===== src/rtl/pipe_hazard_ctrl.sv =====
// Stall/flush sequencer for the 5-stage pipeline: load-use, branch/jump and data-memory waits.
// Define HAZARD_STATS_EN to build the saturating stall/flush statistics counters.
module pipe_hazard_ctrl #(
  parameter int MAX_WAIT = 15,
  parameter int CNT_W    = 16
) (
  input  logic             clk,
  input  logic             reset,
  input  logic [4:0]       id_rs,
  input  logic [4:0]       id_rt,
  input  logic             id_uses_rt,
  input  logic             id_jump,
  input  logic             ex_memread,
  input  logic [4:0]       ex_rt,
  input  logic             ex_branch_taken,
  input  logic             mem_req,
  input  logic             mem_ready,
  output logic             pc_we,
  output logic             ifid_we,
  output logic             ifid_flush,
  output logic             idex_we,
  output logic             idex_flush,
  output logic             exmem_we,
  output logic             mem_timeout,
  output logic [1:0]       state_o,
  output logic [CNT_W-1:0] stall_count,
  output logic [CNT_W-1:0] flush_count
);

  localparam logic [1:0] ST_RUN      = 2'd0;
  localparam logic [1:0] ST_LU_STALL = 2'd1;
  localparam logic [1:0] ST_MEM_WAIT = 2'd2;
  localparam logic [1:0] ST_ERR      = 2'd3;
  localparam logic [7:0] MAX_WAIT_C  = 8'(MAX_WAIT);

  logic [1:0] state_q, state_d;
  logic [7:0] wait_cnt_q, wait_cnt_d;
  logic       mem_timeout_q, mem_timeout_d;
  logic       lu, issue, lu_en;

  // Memory handshake: an access completes in the cycle where mem_req and
  // mem_ready are both high; mem_ready alone carries no meaning.
  assign lu = ex_memread && (ex_rt != 5'd0) &&
              ((ex_rt == id_rs) || (id_uses_rt && (ex_rt == id_rt)));

  always_comb begin
    pc_we         = 1'b1;
    ifid_we       = 1'b1;
    ifid_flush    = 1'b0;
    idex_we       = 1'b1;
    idex_flush    = 1'b0;
    exmem_we      = 1'b1;
    state_d       = state_q;
    wait_cnt_d    = wait_cnt_q;
    issue         = 1'b0;
    lu_en         = 1'b0;
    case (state_q)
      ST_RUN, ST_LU_STALL: begin
        if (mem_req && !mem_ready) begin
          {pc_we, ifid_we, idex_we, exmem_we} = 4'b0000;
          state_d    = ST_MEM_WAIT;
          wait_cnt_d = 8'd1;
        end else begin
          issue = 1'b1;
          // The bubble inserted by a load-use stall is already in EX.
          lu_en = (state_q == ST_RUN);
        end
      end
      ST_MEM_WAIT: begin
        if (mem_req && mem_ready) begin
          issue      = 1'b1;
          lu_en      = 1'b1;
          wait_cnt_d = 8'd0;
        end else begin
          {pc_we, ifid_we, idex_we, exmem_we} = 4'b0000;
          if (wait_cnt_q == MAX_WAIT_C) state_d = ST_ERR;
          else wait_cnt_d = wait_cnt_q + 8'd1;
        end
      end
      default: begin
        {pc_we, ifid_we, idex_we, exmem_we} = 4'b0000;
      end
    endcase
    if (issue) begin
      state_d = ST_RUN;
      if (ex_branch_taken) begin
        ifid_flush = 1'b1;
        idex_flush = 1'b1;
      end else if (lu_en && lu) begin
        pc_we      = 1'b0;
        ifid_we    = 1'b0;
        idex_flush = 1'b1;
        state_d    = ST_LU_STALL;
      end else if (id_jump) begin
        ifid_flush = 1'b1;
      end
    end
    mem_timeout_d = mem_timeout_q || (state_d == ST_ERR);
    if (reset) begin
      {pc_we, ifid_we, ifid_flush, idex_we, idex_flush, exmem_we} = 6'b000000;
    end
  end

  always_ff @(posedge clk or posedge reset) begin
    if (reset) begin
      state_q       <= ST_RUN;
      wait_cnt_q    <= 8'd0;
      mem_timeout_q <= 1'b0;
    end else begin
      state_q       <= state_d;
      wait_cnt_q    <= wait_cnt_d;
      mem_timeout_q <= mem_timeout_d;
    end
  end

  assign state_o     = state_q;
  assign mem_timeout = mem_timeout_q;

`ifdef HAZARD_STATS_EN
  logic [CNT_W-1:0] stall_cnt_q, stall_cnt_d, flush_cnt_q, flush_cnt_d;

  always_comb begin
    stall_cnt_d = stall_cnt_q;
    flush_cnt_d = flush_cnt_q;
    if (!pc_we && (stall_cnt_q != '1)) stall_cnt_d = stall_cnt_q + 1'b1;
    if (ifid_flush && (flush_cnt_q != '1)) flush_cnt_d = flush_cnt_q + 1'b1;
  end

  always_ff @(posedge clk or posedge reset) begin
    if (reset) begin
      stall_cnt_q <= '0;
      flush_cnt_q <= '0;
    end else begin
      stall_cnt_q <= stall_cnt_d;
      flush_cnt_q <= flush_cnt_d;
    end
  end

  assign stall_count = stall_cnt_q;
  assign flush_count = flush_cnt_q;
`else
  assign stall_count = '0;
  assign flush_count = '0;
`endif

endmodule


===== config.mk =====
export PLATFORM = sky130hd
export DESIGN_NAME = pipe_hazard_ctrl
export DESIGN_NICKNAME = d
export VERILOG_FILES = /design/src/rtl/pipe_hazard_ctrl.sv
export SDC_FILE = /design/constraint.sdc
export NUM_CORES = 1
export LEC_CHECK = 0
export ABC_CLOCK_PERIOD_IN_PS = 2400
export BUFFER_PORTS_ARGS = -buffer_cell sky130_fd_sc_hd__buf_2
export CAP_MARGIN = 0
export CORE_MARGIN = 2
export CORE_UTILIZATION = 35
export DETAILED_ROUTE_END_ITERATION = 8
export HOLD_SLACK_MARGIN = 0.08
export PLACE_DENSITY = 0.66
export SYNTH_ARGS = -nofsm -noshare
export SYNTH_HDL_FRONTEND = slang
export SYNTH_SLANG_ARGS = --single-unit

===== constraint.sdc =====
create_clock -name clk -period 2.4 [get_ports clk]
set_input_delay 0.36 -clock clk [delete_from_list [all_inputs] [get_ports clk]]
set_output_delay 0.36 -clock clk [all_outputs]
set_load 0.01 [all_outputs]

==> results of run 1 <==
## per-layer routing
metal / GRT usage [%] / routed length, microns
met2: 17.7 / 932
met1: 15.8 / 939
met5: 0 / 0
met3: 3.68 / 96
met4: 7.30 / 51
## layout make-up
cell class	instances	area (sq um)
Fill cell	323	1840
Inverter	5	18.8
Timing Repair Buffer	33	170
Sequential cell	11	275
Multi-Input combinational cell	105	634
Clock buffer	4	26.3
Tap cell	33	41.3
## cell families (layout without fill, tap and decap cells)
family | count (synthesis) | after routing | synth area share (%)
xor+xnor | 10 | 10 | 8.05
simple gates | 36 | 36 | 19.7
other cells | 1 | 32 | 0.344
flops | 11 | 11 | 25.3
buf+inv | 42 | 42 | 27.1
compound gates | 26 | 26 | 18.4
fa+ha+maj | 1 | 1 | 1.15
## synth_stat cells, types with 2 or more instances
cell and count:
inv_1 5, nand4_1 2, nand2_1 7, buf_4 34, nand2b_1 2, o2bb2ai_1 2, a211o_2 2, nor3_1 2
dfrtp_1 11, a22o_1 3, buf_2 2, a211oi_1 2, o31ai_1 2, o21ai_0 4, nand3_1 3, xnor2_1 10
nor2_1 8, or2_2 2
## worst reg2reg max path, cell delays in order (launching register included)
cell and delay, ns:
dfrtp_1 0.43, or4b_1 0.58, nor4_4 0.32, nor3_1 0.19
a31o_1 0.25
## per-stage QoR
step           power [mW]  hold slack [ns]  utilization (%)  cell area (sq um)  cells
6_report            0.503           0.0721             38.8               1170    191
5_1_grt             0.544            0.101             38.8               1170    191
4_1_cts             0.507           0.0830             38.8               1170    191
3_5_place_dp        0.376            0.392             38.0               1140    187
3_3_place_gp        0.375            0.390             38.0               1140    187
2_1_floorplan       0.367            0.212                -               1200    158
## power by group through the flow
stage / clock network [mW] / logic, mW / registers, mW
floorplan: 0 / 0.151 / 0.215
global placement: 0 / 0.157 / 0.218
detailed placement: 0 / 0.158 / 0.218
CTS: 0.135 / 0.158 / 0.214
global route: 0.149 / 0.178 / 0.217
finish: 0.130 / 0.158 / 0.215
## how the worst max path moves through the flow
stage | start | to | slack (ns) | depth (start not counted)
finish | state_o[0] | idex_flush | 0.28 | 6
global route | state_o[0] | idex_flush | 0.14 | 6
CTS | state_o[0] | idex_flush | 0.25 | 6
detailed placement | ex_rt[1] | idex_flush | 0.37 | 6
global placement | ex_rt[1] | idex_flush | 0.38 | 6
floorplan | state_o[0] | pc_we | 0.18 | 4
## flip-flops by register name, summed over array words and instances, names as in the netlist
| name | cells |
|---|---|
| state_o | 2 |
| wait_cnt_q | 8 |
| mem_timeout | 1 |
==> impl_metrics.tcl, run 1 <==
set metrics [dict create \
    outcome "finished, final reports clean" \
    nets 183 \
    finalWirelength_mm 2.02 \
    cp.buffers_inverters 2 \
    worstPathMaxFanout 6 \
    cts_tree "yes" \
    antenna_found_initial 0 \
    netlist_instances 127 \
    seqPwrFrac_pct 42.7 \
    clock_latency_ns 0.28 \
    area_growth_pct 7.13 \
    viasPerCell 4.38 \
    cp-start-kind "flip-flop" \
    grt_pass1_vias 721 \
    crit-reg2reg-launch "wait_cnt_q[4]" \
    cp.required_ns 2.04 \
    pwr-share-comb_pct 31.5 \
    vias 837 \
    synth_top_cell_by_area "dfrtp_1" \
    max_freq_mhz 471 \
    final_cell_mix "conb_1 (32), buf_2 (31), dfrtp_1 (11), xnor2_1 (10), nor2_1 (8)" \
    synthTopCellsByArea "dfrtp_1 (25%), buf_4 (23%), xnor2_1 (8.0%), nor2_1 (2.8%), nand2_1 (2.4%)" \
    end_kind "output pin" \
    fin_ws_ns 0.275 \
    synth_top_area_share_pct 25.3 \
    rr_worst_depth 4 \
    grt_max_degree 12 \
    n_antenna_cell 0 \
    coreArea_sq_um 3000 \
    rr_endpoint "wait_cnt_q[2]" \
    port_buffers 31 \
    synth.distinct_cells 42 \
    power.density_nw_per_um2 431 \
    drive_above_1_share_pct 29.1 \
    post-route-drc-count 0 \
    dieArea_sq_um 3570 \
    cp_top_family "flip-flops" \
    post-dp-hpwl_mm 1.64 \
    clock_power_share_pct 25.8 \
    relSlewSlack_pct 62.6 \
    die_height_microns 59.8 \
    initial_core_util_pct 36.3 \
    placementRows 20 \
    cts_setup_buffers 0 \
    seq_area_frac_synth_pct 25.3 \
    period_share_pct 88.5 \
    grt_pass1_wl_mm 3.26 \
    drt_iter0_markers 24 \
    hold_path.class "input pin to async pin" \
    synth-edff-count 0 \
    cts-resized-gates 0 \
    syn_area_per_cell_sq_um 8.57 \
    max_stage_delay_ns 0.42 \
    cap_violations 0 \
    ir_drop_mv 0.155 \
    ios 64 \
    syn-cell-area_sq_um 1090 \
    pre_cts_slack_ns 0.367 \
    switching_share_pct 34.2 \
    worstPathCellList "nand2b_1, a221oi_1, buf_4, and4bb_2, a22o_1, buf_2" \
    first_pass_iters 4 \
    cpMaxStageDelayCell "dfrtp_1" \
    cts.clk_slew.worst_paths_ns 0.07 \
    slew_viol_final 0 \
    numClockSinks 11 \
    setup_viol 0 \
    async_flop_share_pct 100 \
    dieWidth_microns 59.8 \
    ys_ff_latch 11 \
    rsz0062_at_grt "false" \
    cts_inserted_buffers 3 \
    intPower_uw 331 \
    fin_crit_ns 2.12 \
    cts_hold_buffers 0 \
    ctsRootBufferMaster "clkbuf_4" \
    drtAntennaViolNets 0 \
    skew_ns 0.00516 \
    wl_per_cell_microns 10.6 \
    layout_commonest_cell "conb_1" \
    ys_warn_count 0 \
    finalHoldViolCount 0 \
    arrival_ns 1.76 \
    setup_tns_ns 0 \
    gp_congestion 0.846 \
    p_sw_uw 172 \
    htreeDepth 1 \
    clockBufferDepth 2 \
    worst_pin_slew_ns 0.557 \
    ys.flop_type "dfrtp_1" \
    overflow 0 \
    crit_type "flip-flop to output pin" \
    leakagePower_nw 0.585 \
    track_usage_pct 12.2 \
    r2r_setup_slack_ns 0.51 \
]
Note: power is estimated with default switching activity, not from simulation.
==> run 2: changes to the inputs <==
--- a/config.mk
+++ b/config.mk
@@ -7,11 +7,11 @@
 export LEC_CHECK = 0
 export ABC_CLOCK_PERIOD_IN_PS = 2400
-export BUFFER_PORTS_ARGS = -buffer_cell sky130_fd_sc_hd__buf_2
 export CAP_MARGIN = 0
 export CORE_MARGIN = 2
 export CORE_UTILIZATION = 35
 export DETAILED_ROUTE_END_ITERATION = 8
+export DONT_BUFFER_PORTS = 1
 export HOLD_SLACK_MARGIN = 0.08
-export PLACE_DENSITY = 0.66
+export PLACE_DENSITY = 0.48
 export SYNTH_ARGS = -nofsm -noshare
 export SYNTH_HDL_FRONTEND = slang
==> constraint.sdc (replaced) <==
create_clock -name clk -period 2.4 [get_ports clk]
set_input_delay 0.36 -clock clk [delete_from_list [all_inputs] [get_ports clk]]
set_output_delay 0.36 -clock clk [all_outputs]
set_load 0.005 [all_outputs]
==> run 2 against run 1 <==
Critical path depth fell by 1. Maximum frequency is 1.7% higher. Final cell count decreased by 16%. Core utilization is 4.8 points lower. Via count down 9.4%. Clock power about the same. Clock skew is 0.0026 ns lower. Setup slack better by 0.035 ns. Highest routed layer unchanged.
==> impl_metrics.tcl, run 2 (synthesis gave the netlist of run 1 again) <==
set metrics [dict create \
    r2r_setup_slack_ns 0.47 \
    dieArea_sq_um 3570 \
    drt_iter0_markers 13 \
    final_area_sq_um 1020 \
    min_path_cells 2 \
    area_growth_pct -6.21 \
    rsz0062_at_grt "false" \
    track_usage_pct 11.5 \
    finalWirelength_mm 1.90 \
    cts_tree "yes" \
    dpl-instance-area_sq_um 985 \
    n_antenna_cell 0 \
    worstPathCellList "nand2b_1, a221oi_1, buf_4, and4bb_2, a22o_1" \
    dieWidth_microns 59.8 \
    post-dp-hpwl_mm 1.56 \
    arrival_ns 1.73 \
    leakagePower_nw 0.462 \
    max_stage_delay_ns 0.44 \
    clock_latency_ns 0.27 \
    viasPerCell 4.71 \
    antenna_found_initial 0 \
    min_from "mem_req" \
    clockBufferDepth 2 \
    period_share_pct 87.1 \
    cts.clk_slew.worst_paths_ns 0.07 \
    cp-start-kind "flip-flop" \
    port_buffers 0 \
    vias 758 \
    power.density_nw_per_um2 446 \
    end_kind "output pin" \
    whs_endpoint "state_o[1]" \
    grt_max_degree 12 \
    die_height_microns 59.8 \
    top_register "wait_cnt_q" \
    skew_ns 0.00260 \
    cts_inserted_buffers 3 \
    cpMaxStageDelayCell "dfrtp_1" \
    whs_ns 0.227 \
    coreArea_sq_um 3000 \
    ir_drop_mv 0.174 \
    grt_pass1_wl_mm 3.12 \
    relSlewSlack_pct 63.8 \
    rr_endpoint "wait_cnt_q[2]" \
    outcome "finished, final reports clean" \
    post-route-drc-count 0 \
    finalHoldViolCount 0 \
    crit_type "flip-flop to output pin" \
    largest_register_ffs 8 \
    first_pass_iters 4 \
    wl_per_cell_microns 11.8 \
    nets 153 \
    ctsRootBufferMaster "clkbuf_4" \
    overflow 0 \
    slew_viol_final 0 \
    placementRows 20 \
    max_freq_mhz 478 \
    htreeDepth 1 \
    setup_tns_ns 0 \
    cts-resized-gates 0 \
    rr_worst_depth 4 \
    fin_crit_ns 2.09 \
    gp_congestion 0.845 \
    setup_viol 0 \
    worst_pin_slew_ns 0.538 \
    cp.required_ns 2.04 \
    initial_core_util_pct 36.3 \
    drive_above_1_share_pct 11.7 \
    grt_pass1_vias 708 \
    worstPathMaxFanout 6 \
    drtAntennaViolNets 0 \
    cap_violations 0 \
    crit-reg2reg-launch "wait_cnt_q[4]" \
    hold_path.class "input pin to flip-flop" \
    numClockSinks 11 \
    layout_commonest_cell "conb_1" \
    ios 64 \
    final_cell_mix "conb_1 (32), dfrtp_1 (11), xnor2_1 (10), nor2_1 (8), nand2_1 (7)" \
]
-- run 2: changes by cell type in the layout (fill, tap and decap cells not counted), sizes merged --
cell,delta
buf,-31
dlygate4sd3,+1
-- run 2: worst max-delay path by stage --
| stage | from | endpoint | slack (ns) | depth (start not counted) |
|---|---|---|---|---|
| floorplan | state_o[0] | pc_we | 0.46 | 4 |
| global placement | state_o[0] | ifid_we | 0.52 | 4 |
| detailed placement | wait_cnt_q[4] | wait_cnt_q[2] | 0.48 | 4 |
| CTS | state_o[0] | idex_flush | 0.28 | 5 |
| global route | state_o[0] | ifid_we | 0.13 | 4 |
| finish | state_o[0] | idex_flush | 0.31 | 5 |
-- run 2: routing by layer --
layer	vias to the layer above	global-route usage, %	wire length, microns
met5	-	0	0
li1	374	-	-
met1	349	12.6	750
met3	2	4.11	132
met4	0	4.44	24
met2	33	20.2	997
-- run 2: critical path: cells and delay by family, from the launching register on --
family                 cells  cell delay (ns)
flip-flops                 1             0.44
AND/OR/NAND/NOR            2             0.41
AO/OA/AOI/OAI              2             0.41
buffers and inverters      1             0.19
-- run 2: area by class of cell --
type / instances / area [sq um]
multi-input cells: 105 / 634
inverters: 5 / 18.8
well taps: 33 / 41.3
fillers: 320 / 1980
repair buffers: 3 / 25.0
clock buffers: 4 / 26.3
flip-flops and latches: 11 / 275
-- run 2: stage by stage --
step	instances	power (mW)	utilization [%]	setup WS, ns
6_report	161	0.456	34.0	0.310
5_1_grt	161	0.491	34.0	0.128
3_3_place_gp	156	0.327	32.8	0.519
2_1_floorplan	158	0.351	-	0.463
3_5_place_dp	156	0.329	32.8	0.483
4_1_cts	161	0.466	34.0	0.276
-- run 2: power breakdown --
group | total, mW | switching [mW] | internal (mW) | leakage (nW)
Combinational | 0.112 | 0.0631 | 0.0485 | 0.303
Clock | 0.129 | 0.0647 | 0.0644 | 0.0150
Sequential | 0.215 | 0.0153 | 0.200 | 0.144
-- run 2: timing repair --
action / CTS / global route
hold buffers: 1 / 0
buffers inserted: 0 / 0
endpoints found under the hold margin: 11 / 0
setup endpoints to repair: 0 / 0
==> run 3: changes to the inputs <==
MAX_ROUTING_LAYER = met4   (was unset)
==> run 3 against run 2 <==
Final area did not move. Sequential power barely moved. Register-to-register slack barely moved. Wire length hardly changed.
==> impl_metrics.tcl, run 3 (synthesis gave the netlist of run 1 again) <==
set metrics [dict create \
    cts_inserted_buffers 3 \
    worstPathMaxFanout 6 \
    wl_per_cell_microns 11.8 \
    cp-start-kind "flip-flop" \
    nets 153 \
    power.density_nw_per_um2 446 \
    grt_pass1_vias 710 \
    dpl-instance-area_sq_um 985 \
    place_inst 156 \
    top_register "wait_cnt_q" \
    post-dp-hpwl_mm 1.56 \
    post-route-drc-count 0 \
    worst_pin_slew_ns 0.538 \
    final_area_sq_um 1020 \
    coreArea_sq_um 3000 \
    cp.required_ns 2.04 \
    die_height_microns 59.8 \
    setup_tns_ns 0 \
    period_share_pct 87.1 \
    ctsRootBufferMaster "clkbuf_4" \
    arrival_ns 1.73 \
    first_pass_iters 4 \
    cap_violations 0 \
    hold_path.class "input pin to flip-flop" \
    overflow 0 \
    max_freq_mhz 479 \
    drt_iter0_markers 13 \
    port_buffers 0 \
    layout_commonest_cell "conb_1" \
    dieWidth_microns 59.8 \
    rsz0062_at_grt "false" \
    grt_max_degree 12 \
    numClockSinks 11 \
    end_kind "output pin" \
    clock_latency_ns 0.27 \
    finalWirelength_mm 1.91 \
    ios 64 \
    n_antenna_cell 0 \
    fill_cells 320 \
    pre_cts_slack_ns 0.483 \
    cts_hold_buffers 1 \
    placementRows 20 \
    final_cell_mix "conb_1 (32), dfrtp_1 (11), xnor2_1 (10), nor2_1 (8), nand2_1 (7)" \
    leakagePower_nw 0.462 \
    fin_ws_ns 0.310 \
    relSlewSlack_pct 63.8 \
    vias 758 \
    slew_viol_final 0 \
    htreeDepth 1 \
    antenna_found_initial 0 \
    setup_viol 0 \
    outcome "finished, final reports clean" \
    area_growth_pct -6.21 \
    drtAntennaViolNets 0 \
    largest_register_ffs 8 \
    cts-resized-gates 0 \
    dieArea_sq_um 3570 \
    stdcell_count 161 \
    grt_pass1_wl_mm 3.12 \
    fin_crit_ns 2.09 \
    gp_congestion 0.858 \
    cts.clk_slew.worst_paths_ns 0.07 \
    ir_drop_mv 0.174 \
    track_usage_pct 11.9 \
    initial_core_util_pct 36.3 \
    drive_above_1_share_pct 11.7 \
    finalHoldViolCount 0 \
    clockBufferDepth 2 \
    skew_ns 0.00260 \
    crit_type "flip-flop to output pin" \
    cts_setup_buffers 0 \
    viasPerCell 4.71 \
    cts_tree "yes" \
]
run 3: cell counts in the layout (fill, tap and decap cells not counted):
Identical to the previous run, type by type.
run 3: routing by layer:
metal,vias to the layer above,routed length [microns],global-route usage [%]
li1,374,-,-
met1,349,750,12.7
met2,33,998,20.2
met3,2,132,3.90
met4,0,24,4.44
met5,-,0,-
run 3: power breakdown:
group	switching (mW)	internal (mW)	total, mW
Combinational	0.0631	0.0485	0.112
Clock	0.0647	0.0644	0.129
Sequential	0.0154	0.200	0.215
Total	0.143	0.312	0.456
run 3: path summary, 6_finish.rpt:
check	startpoint	endpoint	slack, ns	cells past startpoint
max	state_o[0]	idex_flush	0.31	5
min	mem_req	state_o[1]	0.23	2
max reg2reg	wait_cnt_q[4]	wait_cnt_q[2]	0.47	4
min reg2reg	mem_timeout	mem_timeout	0.50	1
max in group asynchronous	reset	mem_timeout	1.57	2
min in group asynchronous	reset	wait_cnt_q[0]	0.53	2
run 3: through the flow:
step	hold slack [ns]	utilization (%)	total power, mW
2_1_floorplan	0.212	-	0.351
3_3_place_gp	0.282	32.8	0.327
3_5_place_dp	0.282	32.8	0.329
4_1_cts	0.217	34.0	0.466
5_1_grt	0.253	34.0	0.491
6_report	0.229	34.0	0.456
run 3: area by class of cell:
class	instances	area [sq um]	share of cell area (%)
multi-input cells	105	634	62.1
well taps	33	41.3	4.04
repair buffers	3	25.0	2.45
clock buffers	4	26.3	2.57
inverters	5	18.8	1.84
flip-flops and latches	11	275	27.0
run 3: worst max-delay path: stages, from the launching register on:
cell and delay [ns]:
dfrtp_1 0.44, nand2b_1 0.19, a221oi_1 0.27, buf_4 0.19
and4bb_2 0.22, a22o_1 0.14
